==> src/rtl/embed_pkg.sv <==
// Shared types and helpers for the token-embedding engine.
package embed_pkg;

  typedef enum logic [2:0] {
    S_IDLE, S_LOAD, S_CALC, S_EMIT, S_CLS, S_DONE
  } state_t;

  localparam int ACC_W = 32;

  // Counter/index width that never collapses to zero bits.
  function automatic int cw(input int n);
    return (n > 1) ? $clog2(n) : 1;
  endfunction

  // Clamp a wide signed value into the signed range of w bits.
  function automatic logic signed [ACC_W-1:0] sat_dw(input logic signed [ACC_W-1:0] v,
                                                     input int w);
    logic signed [ACC_W-1:0] hi, lo;
    hi = (32'sd1 <<< (w - 1)) - 32'sd1;
    lo = -(32'sd1 <<< (w - 1));
    if (v > hi) return hi;
    if (v < lo) return lo;
    return v;
  endfunction

endpackage

==> src/rtl/embed_mac_lane.sv <==
// One embedding column: y = act(sat(sat(x*w >>> FRAC) + b)). Purely combinational.
module embed_mac_lane
  import embed_pkg::*;
#(
  parameter int DW      = 8,
  parameter int FRAC    = 4,
  parameter int RELU_EN = 1
) (
  input  logic [DW-1:0] x,
  input  logic [DW-1:0] w,
  input  logic [DW-1:0] b,
  output logic [DW-1:0] y
);

  logic signed [ACC_W-1:0] xe, we, be, p, s, t;

  // 2*DW <= ACC_W, so the product is exact in the accumulator width.
  assign xe = ACC_W'(signed'(x));
  assign we = ACC_W'(signed'(w));
  assign be = ACC_W'(signed'(b));
  assign p  = xe * we;
  assign s  = sat_dw(p >>> FRAC, DW);
  assign t  = sat_dw(s + be, DW);
  assign y  = (RELU_EN != 0 && t[ACC_W-1]) ? '0 : t[DW-1:0];

endmodule

==> src/rtl/embed_linear_engine.sv <==
// Token-embedding engine: N_TOK linear rows plus a class-token row, streamed one
// row at a time from a single row buffer over valid/ready.
module embed_linear_engine
  import embed_pkg::*;
#(
  parameter int N_TOK     = 15,
  parameter int D_EMB     = 16,
  parameter int DW        = 8,
  parameter int FRAC      = 4,
  parameter int LANES     = 4,
  parameter int RELU_EN   = 1,
  parameter int CLS_FIRST = 0
) (
  input  logic                         clk,
  input  logic                         rst,
  input  logic                         start,
  input  logic [N_TOK-1:0][DW-1:0]     x_in,
  input  logic [D_EMB-1:0][DW-1:0]     wt,
  input  logic [D_EMB-1:0][DW-1:0]     bias,
  input  logic [D_EMB-1:0][DW-1:0]     cls_token,
  output logic                         busy,
  output logic                         out_valid,
  input  logic                         out_ready,
  output logic [$clog2(N_TOK+1)-1:0]   out_row,
  output logic [D_EMB-1:0][DW-1:0]     out_data,
  output logic                         done
);

  localparam int NGRP = D_EMB / LANES;
  localparam int GW   = cw(NGRP);
  localparam int TW   = cw(N_TOK + 1);
  localparam int XW   = cw(N_TOK);
  localparam int CW   = cw(D_EMB);
  localparam int LW   = cw(LANES);
  localparam int RW   = $clog2(N_TOK + 1);

  if (D_EMB % LANES != 0) begin : g_bad_lanes
    $error("embed_linear_engine: D_EMB must be a multiple of LANES");
  end

  state_t                    state, nstate;
  logic [N_TOK-1:0][DW-1:0]  x_r;
  logic [D_EMB-1:0][DW-1:0]  w_r, b_r, c_r;
  logic [GW-1:0]             grp;
  logic [TW-1:0]             tok;      // token rows computed so far
  logic                      cls_done;
  logic [DW-1:0]             xs;
  logic [LANES-1:0][CW-1:0]  col;
  logic [LANES-1:0][DW-1:0]  lane_y;
  logic                      last_grp;

  assign xs       = x_r[tok[XW-1:0]];
  assign last_grp = (grp == GW'(NGRP - 1));

  for (genvar l = 0; l < LANES; l++) begin : g_lane
    assign col[l] = CW'(int'(grp) * LANES + l);
    embed_mac_lane #(.DW(DW), .FRAC(FRAC), .RELU_EN(RELU_EN)) u_lane (
      .x (xs),
      .w (w_r[col[l]]),
      .b (b_r[col[l]]),
      .y (lane_y[l])
    );
  end

  // Both row orders share one rule: token rows first while any remain, then cls.
  always_comb begin
    nstate    = state;
    busy      = 1'b0;
    out_valid = 1'b0;
    done      = 1'b0;
    unique case (state)
      S_IDLE: if (start) nstate = S_LOAD;
      S_LOAD: begin
        busy   = 1'b1;
        nstate = (CLS_FIRST != 0) ? S_CLS : S_CALC;
      end
      S_CALC: begin
        busy = 1'b1;
        if (last_grp) nstate = S_EMIT;
      end
      S_EMIT: begin
        busy      = 1'b1;
        out_valid = 1'b1;
        if (out_ready) begin
          if (tok < TW'(N_TOK)) nstate = S_CALC;
          else if (!cls_done)   nstate = S_CLS;
          else                  nstate = S_DONE;
        end
      end
      S_CLS: begin
        busy   = 1'b1;
        nstate = S_EMIT;
      end
      S_DONE: begin
        done   = 1'b1;
        nstate = S_IDLE;
      end
      default: nstate = S_IDLE;
    endcase
  end

  always_ff @(posedge clk or posedge rst) begin
    if (rst) begin
      state    <= S_IDLE;
      x_r      <= '0;
      w_r      <= '0;
      b_r      <= '0;
      c_r      <= '0;
      grp      <= '0;
      tok      <= '0;
      cls_done <= 1'b0;
      out_row  <= '0;
      out_data <= '0;
    end else begin
      state <= nstate;
      unique case (state)
        S_IDLE: if (start) begin
          x_r      <= x_in;
          w_r      <= wt;
          b_r      <= bias;
          c_r      <= cls_token;
          grp      <= '0;
          tok      <= '0;
          cls_done <= 1'b0;
          out_row  <= '0;
        end
        S_CALC: begin
          for (int l = 0; l < LANES; l++) out_data[col[l[LW-1:0]]] <= lane_y[l[LW-1:0]];
          grp <= last_grp ? '0 : grp + GW'(1);
          if (last_grp) tok <= tok + TW'(1);
        end
        S_CLS: begin
          out_data <= c_r;
          cls_done <= 1'b1;
        end
        S_EMIT: if (out_ready) out_row <= (nstate == S_DONE) ? '0 : out_row + RW'(1);
        default: ;
      endcase
    end
  end

endmodule

==> config.mk <==
export PLATFORM = sky130hd
export DESIGN_NAME = embed_linear_engine
export DESIGN_NICKNAME = d
export VERILOG_FILES = /design/src/rtl/embed_pkg.sv /design/src/rtl/embed_mac_lane.sv /design/src/rtl/embed_linear_engine.sv
export SDC_FILE = /design/constraint.sdc
export NUM_CORES = 2
export LEC_CHECK = 0
export BUFFER_PORTS_ARGS = -buffer_cell sky130_fd_sc_hd__clkbuf_2
export CAP_MARGIN = 25
export CORE_MARGIN = 2
export CORE_UTILIZATION = 59
export DETAILED_ROUTE_END_ITERATION = 8
export GPL_TIMING_DRIVEN = 0
export HOLD_SLACK_MARGIN = 0.03
export MAX_ROUTING_LAYER = met4
export PLACE_DENSITY = 0.84
export SYNTH_ARGS = -nofsm -noshare
export SYNTH_HDL_FRONTEND = slang
export SYNTH_HIERARCHICAL = 1
export SYNTH_SLANG_ARGS = --single-unit
==> constraint.sdc <==
create_clock -name clk -period 24.5 [get_ports clk]
set_clock_uncertainty 0.15 [all_clocks]
set_input_delay 0 -clock clk [delete_from_list [all_inputs] [get_ports clk]]
set_output_delay 0 -clock clk [all_outputs]
set_load 0.005 [all_outputs]
==> results_dict.tcl, run 1 <==
set metrics [dict create \
    yosys_warnings 6 \
    seq_area_frac_synth 0.383 \
    clock-root-buffer "clkbuf_16" \
    synth_cell_types 103 \
    fp.dieW_um 272 \
    netlist_area_mm2 0.0422 \
    synth_top_area_cell "dfrtp_1" \
    synth_xor_area_frac 0.0174 \
    io_pins 643 \
    stop_stage "global routing" \
    synth_seq_cells 646 \
    syn_nets 4533 \
    grt_pass1_vias 49390 \
    outcome "did not finish" \
    ys.flop_type "dfrtp_1" \
    async_reset_ff_frac 1.00 \
    die_y_um 272 \
    hpwlAfterDp_um 104000 \
    syn_inst 3611 \
    htreeDepth 3 \
    grt.overflow.total 97 \
    grt_max_degree 128 \
    placed_cell_area_mm2 0.0470 \
    synth_fa_ha_area_frac 0.165 \
    clk_path_buf_depth 3 \
    syn-mean-instance-area_um2 11.7 \
    grt_pass1_wl_um 325000 \
    yosys.area_share.simple 0.0868 \
    muxShareOfSynthArea 0.214 \
    synth_compound_area_frac 0.0821 \
    grtUsageTotal 0.614 \
    cts_buffers 71 \
    place.gp.congestion 0.935 \
    portBuffers 642 \
    synth_top_family_by_area "multiplexers" \
    synth-edff-count 0 \
    pre_cts_slack_ps 11670 \
    initial_core_util 0.594 \
    rows 98 \
    clkSinkCount 646 \
    ctsResizeCount 0 \
    netlist_top_cells_area "dfrtp_1 (38%), fa_1 (11%), mux2_2 (11%)" \
    error_line "[ERROR GRT-0116] Global routing finished with congestion. Check the congestion regions in the DRC Viewer." \
    yosysTopAreaCellShare 0.383 \
]
cell usage after synthesis, drive strengths merged, types with 4 or more instances:
master and n:
a31oi 5, dfrtp 646, a221oi 12, nor4 11
xnor2 58, o211a 5, o211ai 16, nand2b 25
xor2 25, o2111ai 5, o311ai 4, o21a 15
clkbuf 33, nor3 27, nor2 59, inv 368
and4 5, a21o 50, ha 174, and3 26
o221ai 11, mux2 504, nand4 10, o22ai 6
o31ai 7, nor3b 4, a211o 7, nand3 34
o21bai 5, and2 178, mux4 79, nand2 242
a22oi 6, nand4b 5, nor2b 42, a22o 4
a211oi 24, o41ai 4, or3 11, a21boi 11
a21oi 81, mux2i 158, buf 116, fa 240
o21ai 219
metal layers:
layer	overflow	track usage
met5	-	-
met4	46	0.554
met3	1	0.366
met2	49	0.831
met1	1	0.614
cell families after synthesis:
family,Yosys count
DFF,646
adders and majority gates,414
xor gates and xnor gates,83
buffers and inverters,517
muxes,741
AOI/OAI and AO/OA,515
and+or+nand+nor,695
what timing repair did:
action,4_1_cts
setup buffers,0
setup endpoints to repair,0
hold buffers,977
hold endpoints to repair,842
through the flow:
stage                     setup TNS [ps]  utilization  std cells
after CTS                              0        0.835       6334
after global placement           -315270        0.656       5203
after floorplan                        0            -       3611
after detailed placement               0        0.662       5229
==> inputs of run 2 (changes only) <==
--- a/config.mk
+++ b/config.mk
@@ -8,12 +8,10 @@
 export BUFFER_PORTS_ARGS = -buffer_cell sky130_fd_sc_hd__clkbuf_2
 export CAP_MARGIN = 25
 export CORE_MARGIN = 2
-export CORE_UTILIZATION = 59
+export CORE_UTILIZATION = 40
 export DETAILED_ROUTE_END_ITERATION = 8
 export GPL_TIMING_DRIVEN = 0
-export HOLD_SLACK_MARGIN = 0.03
-export MAX_ROUTING_LAYER = met4
-export PLACE_DENSITY = 0.84
+export PLACE_DENSITY_LB_ADDON = 0.15
 export SYNTH_ARGS = -nofsm -noshare
 export SYNTH_HDL_FRONTEND = slang
 export SYNTH_HIERARCHICAL = 1
==> run 2 against run 1 <==
- the flow now finishes without violations
- area after synthesis unchanged
- synthesized cell count unchanged
==> results_dict.tcl, run 2 <==
set metrics [dict create \
    worstSetupEndpointType "flip-flop" \
    finalMaxSlewViolations 0 \
    tritoncts "done" \
    clock-root-buffer "clkbuf_16" \
    cp.arrival_ps 13420 \
    crit_required_ps 24920 \
    muxShareOfSynthArea 0.214 \
    multi_input_area_mm2 0.0239 \
    utilization 0.574 \
    hold_slack_ps 41.2 \
    worst_skew_pair.late_latency_ps 680 \
    grtUsageTotal 0.277 \
    final_cell_mix "dlygate4sd3_1 (1001), dfrtp_1 (646), clkbuf_2 (643)" \
    die_area_mm2 0.108 \
    drt_iter0_drc 1758 \
    place.gp.congestion 0.852 \
    antenna_found_initial 36 \
    async_reset_ff_frac 1.00 \
    rsz0062_at_grt "false" \
    ant_nets 0 \
    drive_above_1_share 0.266 \
    netlist_top_cells_area "dfrtp_1 (38%), fa_1 (11%), mux2_2 (11%)" \
    post-route-period-util 0.530 \
    wl_um 149000 \
    vias 35019 \
    portBuffers 642 \
    fin_nets 6286 \
    hpwlAfterDp_um 107000 \
    synth_top_family_by_area "multiplexers" \
    final_common_cell "dlygate4sd3_1" \
    grt_pass1_vias 37593 \
    clk_path_buf_depth 3 \
    ys.flop_type "dfrtp_1" \
    clkSinkCount 646 \
    wl_per_cell_um 21.7 \
    slew_headroom 0.267 \
    syn_nets 4533 \
    rows 119 \
    synth_cell_types 103 \
    syn-mean-instance-area_um2 11.7 \
    synth_common_cells "dfrtp_1 (646), mux2_2 (403), inv_1 (366)" \
    cts_buffers 76 \
    hp-class "in -> reg" \
    grt_max_degree 124 \
    worstMarginPinSlew_ps 1100 \
    htreeDepth 3 \
    yosysTopAreaCellShare 0.383 \
    yosys.area_share.simple 0.0868 \
    seq_area_frac_synth 0.383 \
    period_needed_ps 12990 \
    grt.overflow.total 0 \
    netlist_area_mm2 0.0422 \
    drtPass1Iterations 5 \
    drc_errors 0 \
    synth_compound_area_frac 0.0821 \
    fillers 8747 \
    synth.most_common_cell "dfrtp_1" \
    synth_xor_area_frac 0.0174 \
    drv_cap 0 \
    path_common_cell "fa_1" \
    path_clk_slew_ps 60 \
    area_growth_pct 42.6 \
    synth_fa_ha_area_frac 0.165 \
    vias_per_cell 5.12 \
    seqCellArea_mm2 0.0162 \
    fp.dieW_um 329 \
    hold_viol_final 0 \
    fmax_mhz 77.0 \
    initial_core_util 0.402 \
    setup_viol_count_final 0 \
    worst-setup-path-type "reg -> reg" \
    outcome "complete, no violations" \
    cp_top_family "adder cells" \
    synth_top_area_cell "dfrtp_1" \
    die_y_um 329 \
    cts_setup_buffers 0 \
    critical_path_buf_inv_count 8 \
    synth-edff-count 0 \
    start_kind "flip-flop" \
    synth_seq_cells 646 \
    cpPeakStageDelay_ps 670 \
    grt_pass1_wl_um 227000 \
    critPathSlowestCell "fa_1" \
    critPathMaxFanout 12 \
    core-area_mm2 0.105 \
    io_pins 643 \
    syn_inst 3611 \
    ctsResizeCount 0 \
    yosys_warnings 6 \
]
run 2: cell counts after synthesis:
Identical to the previous run, type by type.
run 2: stage by stage:
| step | instances | setup TNS, ps | setup slack (ps) | cell area, µm² |
|---|---|---|---|---|
| floorplan | 3611 | 0 | 6250 | 42200 |
| global placement | 5644 | -1535280 | -2600 | 47200 |
| detailed placement | 5675 | 0 | 11630 | 47600 |
| CTS | 6808 | 0 | 11540 | 60100 |
| global route | 6832 | 0 | 10570 | 60200 |
| finish | 6834 | 0 | 11510 | 60200 |
run 2: cell type report:
class | count | area share
multi-input combinational | 2448 | 0.397
sequential | 646 | 0.269
timing repair buffer | 1675 | 0.227
clock buffer | 104 | 0.0355
tap | 1391 | 0.0289
inverter | 368 | 0.0231
buffer | 149 | 0.0132
clock inverter | 28 | 0.00557
antenna | 25 | 0.00104
run 2: what timing repair did:
item,4_1_cts,5_1_grt
hold endpoints to repair,764,0
hold buffers,1001,0
endpoints found under the setup margin,0,0
run 2: path summary, 6_finish.rpt:
check,startpoint,endpoint,slack [ps],cells after the start
worst min-delay path,bias[59],b_r[59]$_DFFE_PP0P_,40,3
worst max register to register,tok[1]$_DFFE_PP0P_,out_data[40]$_DFFE_PP0P_,11510,42
worst min register to register,c_r[74]$_DFFE_PP0P_,out_data[74]$_DFFE_PP0P_,310,2
worst max-delay path,tok[1]$_DFFE_PP0P_,out_data[40]$_DFFE_PP0P_,11510,42
min in group asynchronous,rst,w_r[41]$_DFFE_PP0P_,430,4
max in group asynchronous,rst,c_r[101]$_DFFE_PP0P_,21990,6
run 2: cell families after synthesis:
group / Yosys count
multiplexers: 741
AND/OR/NAND/NOR: 695
flip-flops: 646
buffers and inverters: 517
AO/OA/AOI/OAI: 515
adder cells (fa/ha/maj): 414
XOR/XNOR: 83
run 2: per-layer routing:
| metal | vias to the layer above | wire length, µm | track usage |
|---|---|---|---|
| met5 | - | 82 | 0 |
| met4 | 14 | 4960 | 0.0918 |
| met3 | 259 | 8740 | 0.0595 |
| met2 | 1068 | 72000 | 0.468 |
| met1 | 17651 | 62800 | 0.352 |
| li1 | 16027 | - | - |
run 2: worst min-delay path, delay by kind of cell:
kind,cells,cell delay [ps]
buffers and inverters,2,710
muxes,1,110
Power of run 2 is left out: the tool's default activity adds up to more than one toggle a clock period on the data nets, which glitch-free logic cannot reach.
